## src/rtl/univ_bin_counter_pkg.sv

```systemverilog
// Shared constants and helpers for the universal binary counter.
// Optional feature macro used by the counter: UNIV_BIN_COUNTER_SATURATE_EN
// (defined: count saturates at the ends; undefined: count wraps modulo 2^N).
package univ_bin_counter_pkg;

  // Default counter width when the parameter is not overridden.
  localparam int unsigned UBC_DEFAULT_N = 8;

  // Largest value representable in n bits (2^n - 1), valid for n = 1..32.
  function automatic logic [31:0] ubc_max(input int unsigned n);
    logic [63:0] full;
    full = (64'd1 << n) - 64'd1;
    return full[31:0];
  endfunction

endpackage

```

## src/rtl/univ_bin_counter_next_state.sv

```systemverilog
// Combinational next-count selection for the universal binary counter.
// Priority: synchronous clear, then parallel load, then count up/down, else hold.
// Macro UNIV_BIN_COUNTER_SATURATE_EN: when defined, counting holds at the
// end points instead of wrapping; clear and load are unaffected.
module ubc_next_state
  import univ_bin_counter_pkg::*;
#(
  parameter int unsigned N = UBC_DEFAULT_N
) (
  input  logic         syn_clr,
  input  logic         load,
  input  logic         en,
  input  logic         up,
  input  logic [N-1:0] d,
  input  logic [N-1:0] q,
  output logic [N-1:0] q_next
);

  localparam logic [N-1:0] Q_MAX = N'(ubc_max(N));
  localparam logic [N-1:0] Q_ONE = N'(1);

  logic at_max;
  logic at_min;

  assign at_max = (q == Q_MAX);
  assign at_min = (q == '0);

  // Select the value the register takes on the next rising edge.
  always_comb begin
    q_next = q;
    if (syn_clr) begin
      q_next = '0;
    end else if (load) begin
      q_next = d;
    end else if (en) begin
      if (up) begin
`ifdef UNIV_BIN_COUNTER_SATURATE_EN
        q_next = at_max ? q : q + Q_ONE;
`else
        q_next = q + Q_ONE;
`endif
      end else begin
`ifdef UNIV_BIN_COUNTER_SATURATE_EN
        q_next = at_min ? q : q - Q_ONE;
`else
        q_next = q - Q_ONE;
`endif
      end
    end
  end

`ifndef UNIV_BIN_COUNTER_SATURATE_EN
  // End-point decodes only matter when saturating; keep them visibly used.
  logic unused_ends;
  assign unused_ends = at_max ^ at_min;
`endif

endmodule

```

## src/rtl/univ_bin_counter.sv

```systemverilog
// Parameterised N-bit universal binary counter: async active-low reset,
// synchronous clear, parallel load, enable and up/down direction, with
// combinational terminal-count flags decoded straight from the count.
// Macro UNIV_BIN_COUNTER_SATURATE_EN selects saturating instead of wrapping count.
module univ_bin_counter
  import univ_bin_counter_pkg::*;
#(
  parameter int unsigned N = UBC_DEFAULT_N
) (
  input  logic         clk,
  input  logic         reset,
  input  logic         syn_clr,
  input  logic         load,
  input  logic         en,
  input  logic         up,
  input  logic [N-1:0] d,
  output logic         max_tick,
  output logic         min_tick,
  output logic [N-1:0] q
);

  localparam logic [N-1:0] Q_MAX = N'(ubc_max(N));

  logic [N-1:0] q_reg;
  logic [N-1:0] q_next;

  ubc_next_state #(
    .N(N)
  ) u_next_state (
    .syn_clr(syn_clr),
    .load   (load),
    .en     (en),
    .up     (up),
    .d      (d),
    .q      (q_reg),
    .q_next (q_next)
  );

  // Count register; reset clears it immediately, independent of the clock.
  always_ff @(posedge clk or negedge reset) begin
    if (!reset) begin
      q_reg <= '0;
    end else begin
      q_reg <= q_next;
    end
  end

  assign q        = q_reg;
  assign max_tick = (q_reg == Q_MAX);
  assign min_tick = (q_reg == '0);

endmodule

```

## config.mk

```make
export PLATFORM = sky130hd
export DESIGN_NAME = univ_bin_counter
export DESIGN_NICKNAME = d
export VERILOG_FILES = /design/src/rtl/univ_bin_counter_pkg.sv /design/src/rtl/univ_bin_counter_next_state.sv /design/src/rtl/univ_bin_counter.sv
export SDC_FILE = /design/constraint.sdc
export NUM_CORES = 1
export LEC_CHECK = 0
export ABC_AREA = 1
export CAP_MARGIN = 20
export CORE_MARGIN = 2
export CORE_UTILIZATION = 48
export CTS_CLUSTER_SIZE = 30
export DETAILED_ROUTE_END_ITERATION = 7
export PLACE_DENSITY = 0.85
export SYNTH_ARGS = -nofsm -noshare
export SYNTH_HDL_FRONTEND = slang
export SYNTH_SLANG_ARGS = --single-unit
export TNS_END_PERCENT = 10
```

## constraint.sdc

```tcl
create_clock -name clk -period 2.9 [get_ports clk]
set_clock_uncertainty 0.15 [all_clocks]
set_input_delay 0.29 -clock clk [delete_from_list [all_inputs] [get_ports clk]]
set_output_delay 0.29 -clock clk [all_outputs]
set_load 0.005 [all_outputs]
```

# == Yosys cells after proc, flatten, opt, wreduce, memory -nomap -nowiden ==
# Index checks and enable logic that the tools add are counted.
# W data, S select, Z words.
# totals
register_bits,8
input_bits,14
wordCells,10
# classes
addsub,2
eq_ne,1
mux,4
reduce_logical,2
# ops
op,count
$mux W8,4
$add A8 B1 Y8 const B,1
$eq A8 B8 Y1 const B,1
$logic_not A8 Y1,1
$sub A8 B1 Y8 const B,1
$reduce_bool A3 Y1,1

# == Logic depth before layout (Yosys ltp) ==
# logic_depth
word_depth,5
mapped_depth,10
mapped_depth_nobuf,10

# == Modules after synthesis ==
# Synthesis repeated with hierarchy kept, for this count alone.
# unflattened
cells_unflattened,124
area_unflattened_um2,829.5
# modules_own_cells
mod,instances,cells_each,area_each_um2,seq_area_each_um2
ubc_next_state,1,98,561.8,0.0
univ_bin_counter,1,26,267.8,200.2

# == Worst setup path after synthesis ==
# No wires, ideal clock.
# synth_path
kind,register to register
start,"register q_reg[0], in the netlist q[0]"
end,"register q_reg[4], in the netlist q[4]"
setup_ns,0.120
arrival_time_ns,1.349
t_required_ns,2.630
slack_ns,1.281
path_stages_with_launch,9
period_less_slack_ns,1.619
path_cell_list,dfrtp_1 > fa_1 > nand2_1 > nand2_1 > and2_1 > nand2_1 > nand2_1 > o21ai_1 > nand2_1
# synth_via
elab_chain_cells,5
# synth_lines
element,line,rtl
from (decl),univ_bin_counter.sv:24,logic [N-1:0] q_reg;
from (signal assigned),univ_bin_counter.sv:44,q_reg <= q_next;
$sub A8 B1 Y8 / $add A8 B1 Y8 (equally long branches),"univ_bin_counter_next_state.sv:46, univ_bin_counter_next_state.sv:40",
$mux W8 *,univ_bin_counter_next_state.sv:36,if (up) begin
$mux W8 *,univ_bin_counter_next_state.sv:35,end else if (en) begin
$mux W8 *,univ_bin_counter_next_state.sv:33,end else if (load) begin
$mux W8 *,univ_bin_counter_next_state.sv:31,if (syn_clr) begin
# Every way passes the cells marked *; elsewhere a longest branch is shown, timed or not. The select of a mux whose other input is x is not followed.
# A chain may end at the register's enable or synchronous reset.

# == Worst setup path in the final report ==
# layout_path
start,"register q_reg[4], in the netlist q[4]"
end,output min_tick
# layout_via
elab_chain_cells,1
# layout_lines
element,line,rtl
$logic_not A8 Y1,n/a,
to (decl),univ_bin_counter.sv:18,"output logic min_tick,"
# No other way between the ends.

==> run summary <==
The run finished with clean final reports. Sorting the synthesized cells by area gives the leading types as dfrtp_1 (25%), nand2_1 (15%), nor2_1 (9.9%). The number of flops mapped to enable cells by yosys was 0; the maximum fanout along the worst path was 5. Proportion of synthesized chip area in sequential cells: 0.251.

Summed over all nets, the half-perimeter wirelength after detailed placement is 1.63 mm. Wires add up to 1.96 mm. The number of H-tree levels was 1; the post-synthesis area per instance was 6.76 um2.

The maximum ir drop on the vdd rail is 0.000303 V. The share of flip-flops with an asynchronous set or reset after synthesis is 1.00, and the count of cells along the worst register-to-register path is 8. CTS placed an instance of clkbuf_4 at the clock tree root. The end of the worst register-to-register path was q[4]. TritonCTS built the clock tree. Setup slack on the critical path of the routed design comes to 624 ps. The logs give 0 for the number of antenna violations at the first check in global routing and 0 for the count of nets left with antenna violations after detail routing.

The logs give 1540 um2 for the placeable core region and 2460 ps for the data required time at the worst endpoint. The number of buffers created by CTS was 3; the number of buffers added for setup after CTS was 0. Worst-case headroom to the max-slew limit: 0.755. The insertion delay to the later sink of the worst-skew pair is 260 ps. Fill cells in the final layout number 139.

Relative to the synthesized area, the layout overhead comes to 31.3%. The signal on the critical path passes through or4_1 -> nor2_1 -> clkdlybuf4s50_1. The tools report the count of warnings emitted by yosys as 0. On the worst path, the slowest cell contributes a delay of 540 ps. For this block, the via count after detailed routing is 819. The beginning of the worst register-to-register path is q[0]. The register bit count reported by yosys works out to 8.

The type of destination of the critical path was an output port. Entering global routing, the biggest net connects 13 pins. Post-CTS repair changed the size of 0 cells. The number of nets in the synthesized netlist is 139. Among all stages on the critical path, the largest delay is contributed by or4_1.

24 I/O pins were placed. Fraction of layout cells with a size suffix above 1: 0.0704. Summing all multi-input logic gate instances after layout gives 512 um2. The number of global-route vias before repair came out at 792.

The run gives 0 as the remaining global-route overflow. Final number of max-transition violations: 0. For the number of design rule violations left after detail routing, the log shows 0. Static leakage power: 0.534 nW.

The dominant cell type by area after synthesis was dfrtp_1. Summing every instance area after synthesis gives 798 um2. Buffers placed on the I/O ports in this run total 23. Setup slack on the worst reg-to-reg path comes out at 1110 ps.

The clock transition at the register clock pins on the worst setup and hold paths after CTS was 60 ps. The total instance count after detailed placement is 155, and the final critical path time including I/O delays and setup is 2280 ps. Dividing the detail-routed via count by the number of cells gives 5.18. Dividing the detail-routed wire length by the instance count gives 12.4 um.

Setup violations remaining at the end of the flow were counted as 0. The number of buffers inserted by hold repair at cts is 0. The antenna diode count is 0, and the routability congestion estimate from global placement is 0.851.

At the pin with the least slew margin, the transition time is 367 ps. The final count of hold timing violations came out at 0. The number of search-and-repair iterations in the first detailed-routing pass was 4; the power density over cell area was 389 nW/um2.

In the final layout, flip-flops and latches occupy 200 um2. The tool flagged a number of max-cap violations equal to 0. Setup repair after global routing left no endpoint under its margin. Critical setup path kind: reg -> out. The share of Yosys cell area claimed by the top area cell type was 0.251; the number of buffers on the longest clock path was 2. Synthesis produced a netlist whose cell count is 118. The arrival time of the worst setup path was 1840 ps; the share of the clock period used by the worst path was 0.785. Row generation in the floorplan step produced 14 rows. The number of different library cells used by synthesis comes to 25. Measured along the x axis, the die boundary spans 44.8 um.

The run gives 439 MHz as the timing-limited maximum frequency. Most frequent cell after synthesis: nand2_1. The summed negative setup slack over all endpoints is 0 ps, and the effective utilization at floorplan is 0.518. In this run the worst hold path is classified as in -> async. Sorting the synthesized cells by how often they occur yields nand2_1 (32), nor2_1 (21), inv_1 (16).

For this design, the sink count on the clock tree is 8. For the area enclosed by the die boundary, the log shows 2010 um2. The detailed router's first-iteration violation count was 12. The first global-routing pass estimated 3.36 mm of wire. For this run, the leading register cell type out of synthesis is dfrtp_1. The count of nets after finishing is 165, and the number of cells in the finished layout apart from fillers is 158. The register with the most flip-flops in the layout has 8 of them. The worst setup path is launched from a register.

The floorplan step set the die height to 44.8 um. At the placement stage, the worst setup path has a slack of 594 ps. The tools report the overall track demand over capacity in global routing as 0.236.
-- worst max-delay path, delay by kind of cell (launching register included) --
family / cells / cell delay, ps
buf+inv: 1 / 500
simple gates: 2 / 640
flops: 1 / 430
-- logic make-up (layout without fill, tap and decap cells) --
group / after synthesis / after routing / synth area share
compound gates: 12 / 12 / 0.0988
fa+ha+maj: 7 / 7 / 0.119
simple gates: 70 / 70 / 0.401
buf+inv: 19 / 43 / 0.108
flops: 8 / 8 / 0.251
xor+xnor: 2 / 2 / 0.0219
-- per-stage QoR --
stage / total power, W / hold WS [ps] / cell area, um2 / utilization
after floorplan: 0.000250 / -156 / 798 / -
after CTS: 0.000410 / 157 / 1050 / 0.680
after global placement: 0.000314 / 411 / 1030 / 0.666
after detailed placement: 0.000321 / 423 / 1030 / 0.666
final: 0.000408 / 150 / 1050 / 0.680
after global routing: 0.000441 / 187 / 1050 / 0.680
-- worst max path at each step --
stage               from  endpoint  slack (ps)  cells after the start
detailed placement    up      q[4]         590                     10
floorplan           q[0]      q[4]        1280                      8
global route        q[4]  min_tick         560                      3
global placement      up      q[4]         660                     10
finish              q[4]  min_tick         620                      3
CTS                 q[4]  min_tick         610                      3
-- routing by layer --
metal | share of wire | GRT usage | wire [um] | vias up
li1 | - | - | - | 429
met1 | 0.48 | 0.322 | 933 | 372
met2 | 0.49 | 0.371 | 952 | 14
met3 | 0.014 | 0.0240 | 28 | 4
met4 | 0.021 | 0.124 | 42 | 0
met5 | 0 | 0 | 0 | -
-- cell usage in the layout, fill, tap and decap left out, drive strengths merged --
cell and count:
a21oi 4, and2 1, clkbuf 3, clkdlybuf4s50 23
dfrtp 8, fa 1, ha 6, inv 17
nand2 32, nand3 8, nand3b 2, nand4 3
nor2 21, nor3 1, o21ai 5, o21bai 1
o22ai 1, o32ai 1, or2 1, or4 1
xnor2 1, xor2 1
-- layout make-up --
class,count,area share
inverters,17,0.0609
well taps,16,0.0191
flip-flops and latches,8,0.191
repair buffers,23,0.220
multi-input cells,91,0.488
clock buffers,3,0.0215
-- where the power goes --
group | total (W) | internal [W] | switching, W
registers | 0.000142 | 0.000123 | 0.0000184
clock network | 0.0000856 | 0.0000474 | 0.0000382
logic | 0.000180 | 0.0000895 | 0.0000909
total | 0.000408 | 0.000260 | 0.000148
(Power assumes the default switching activity.)
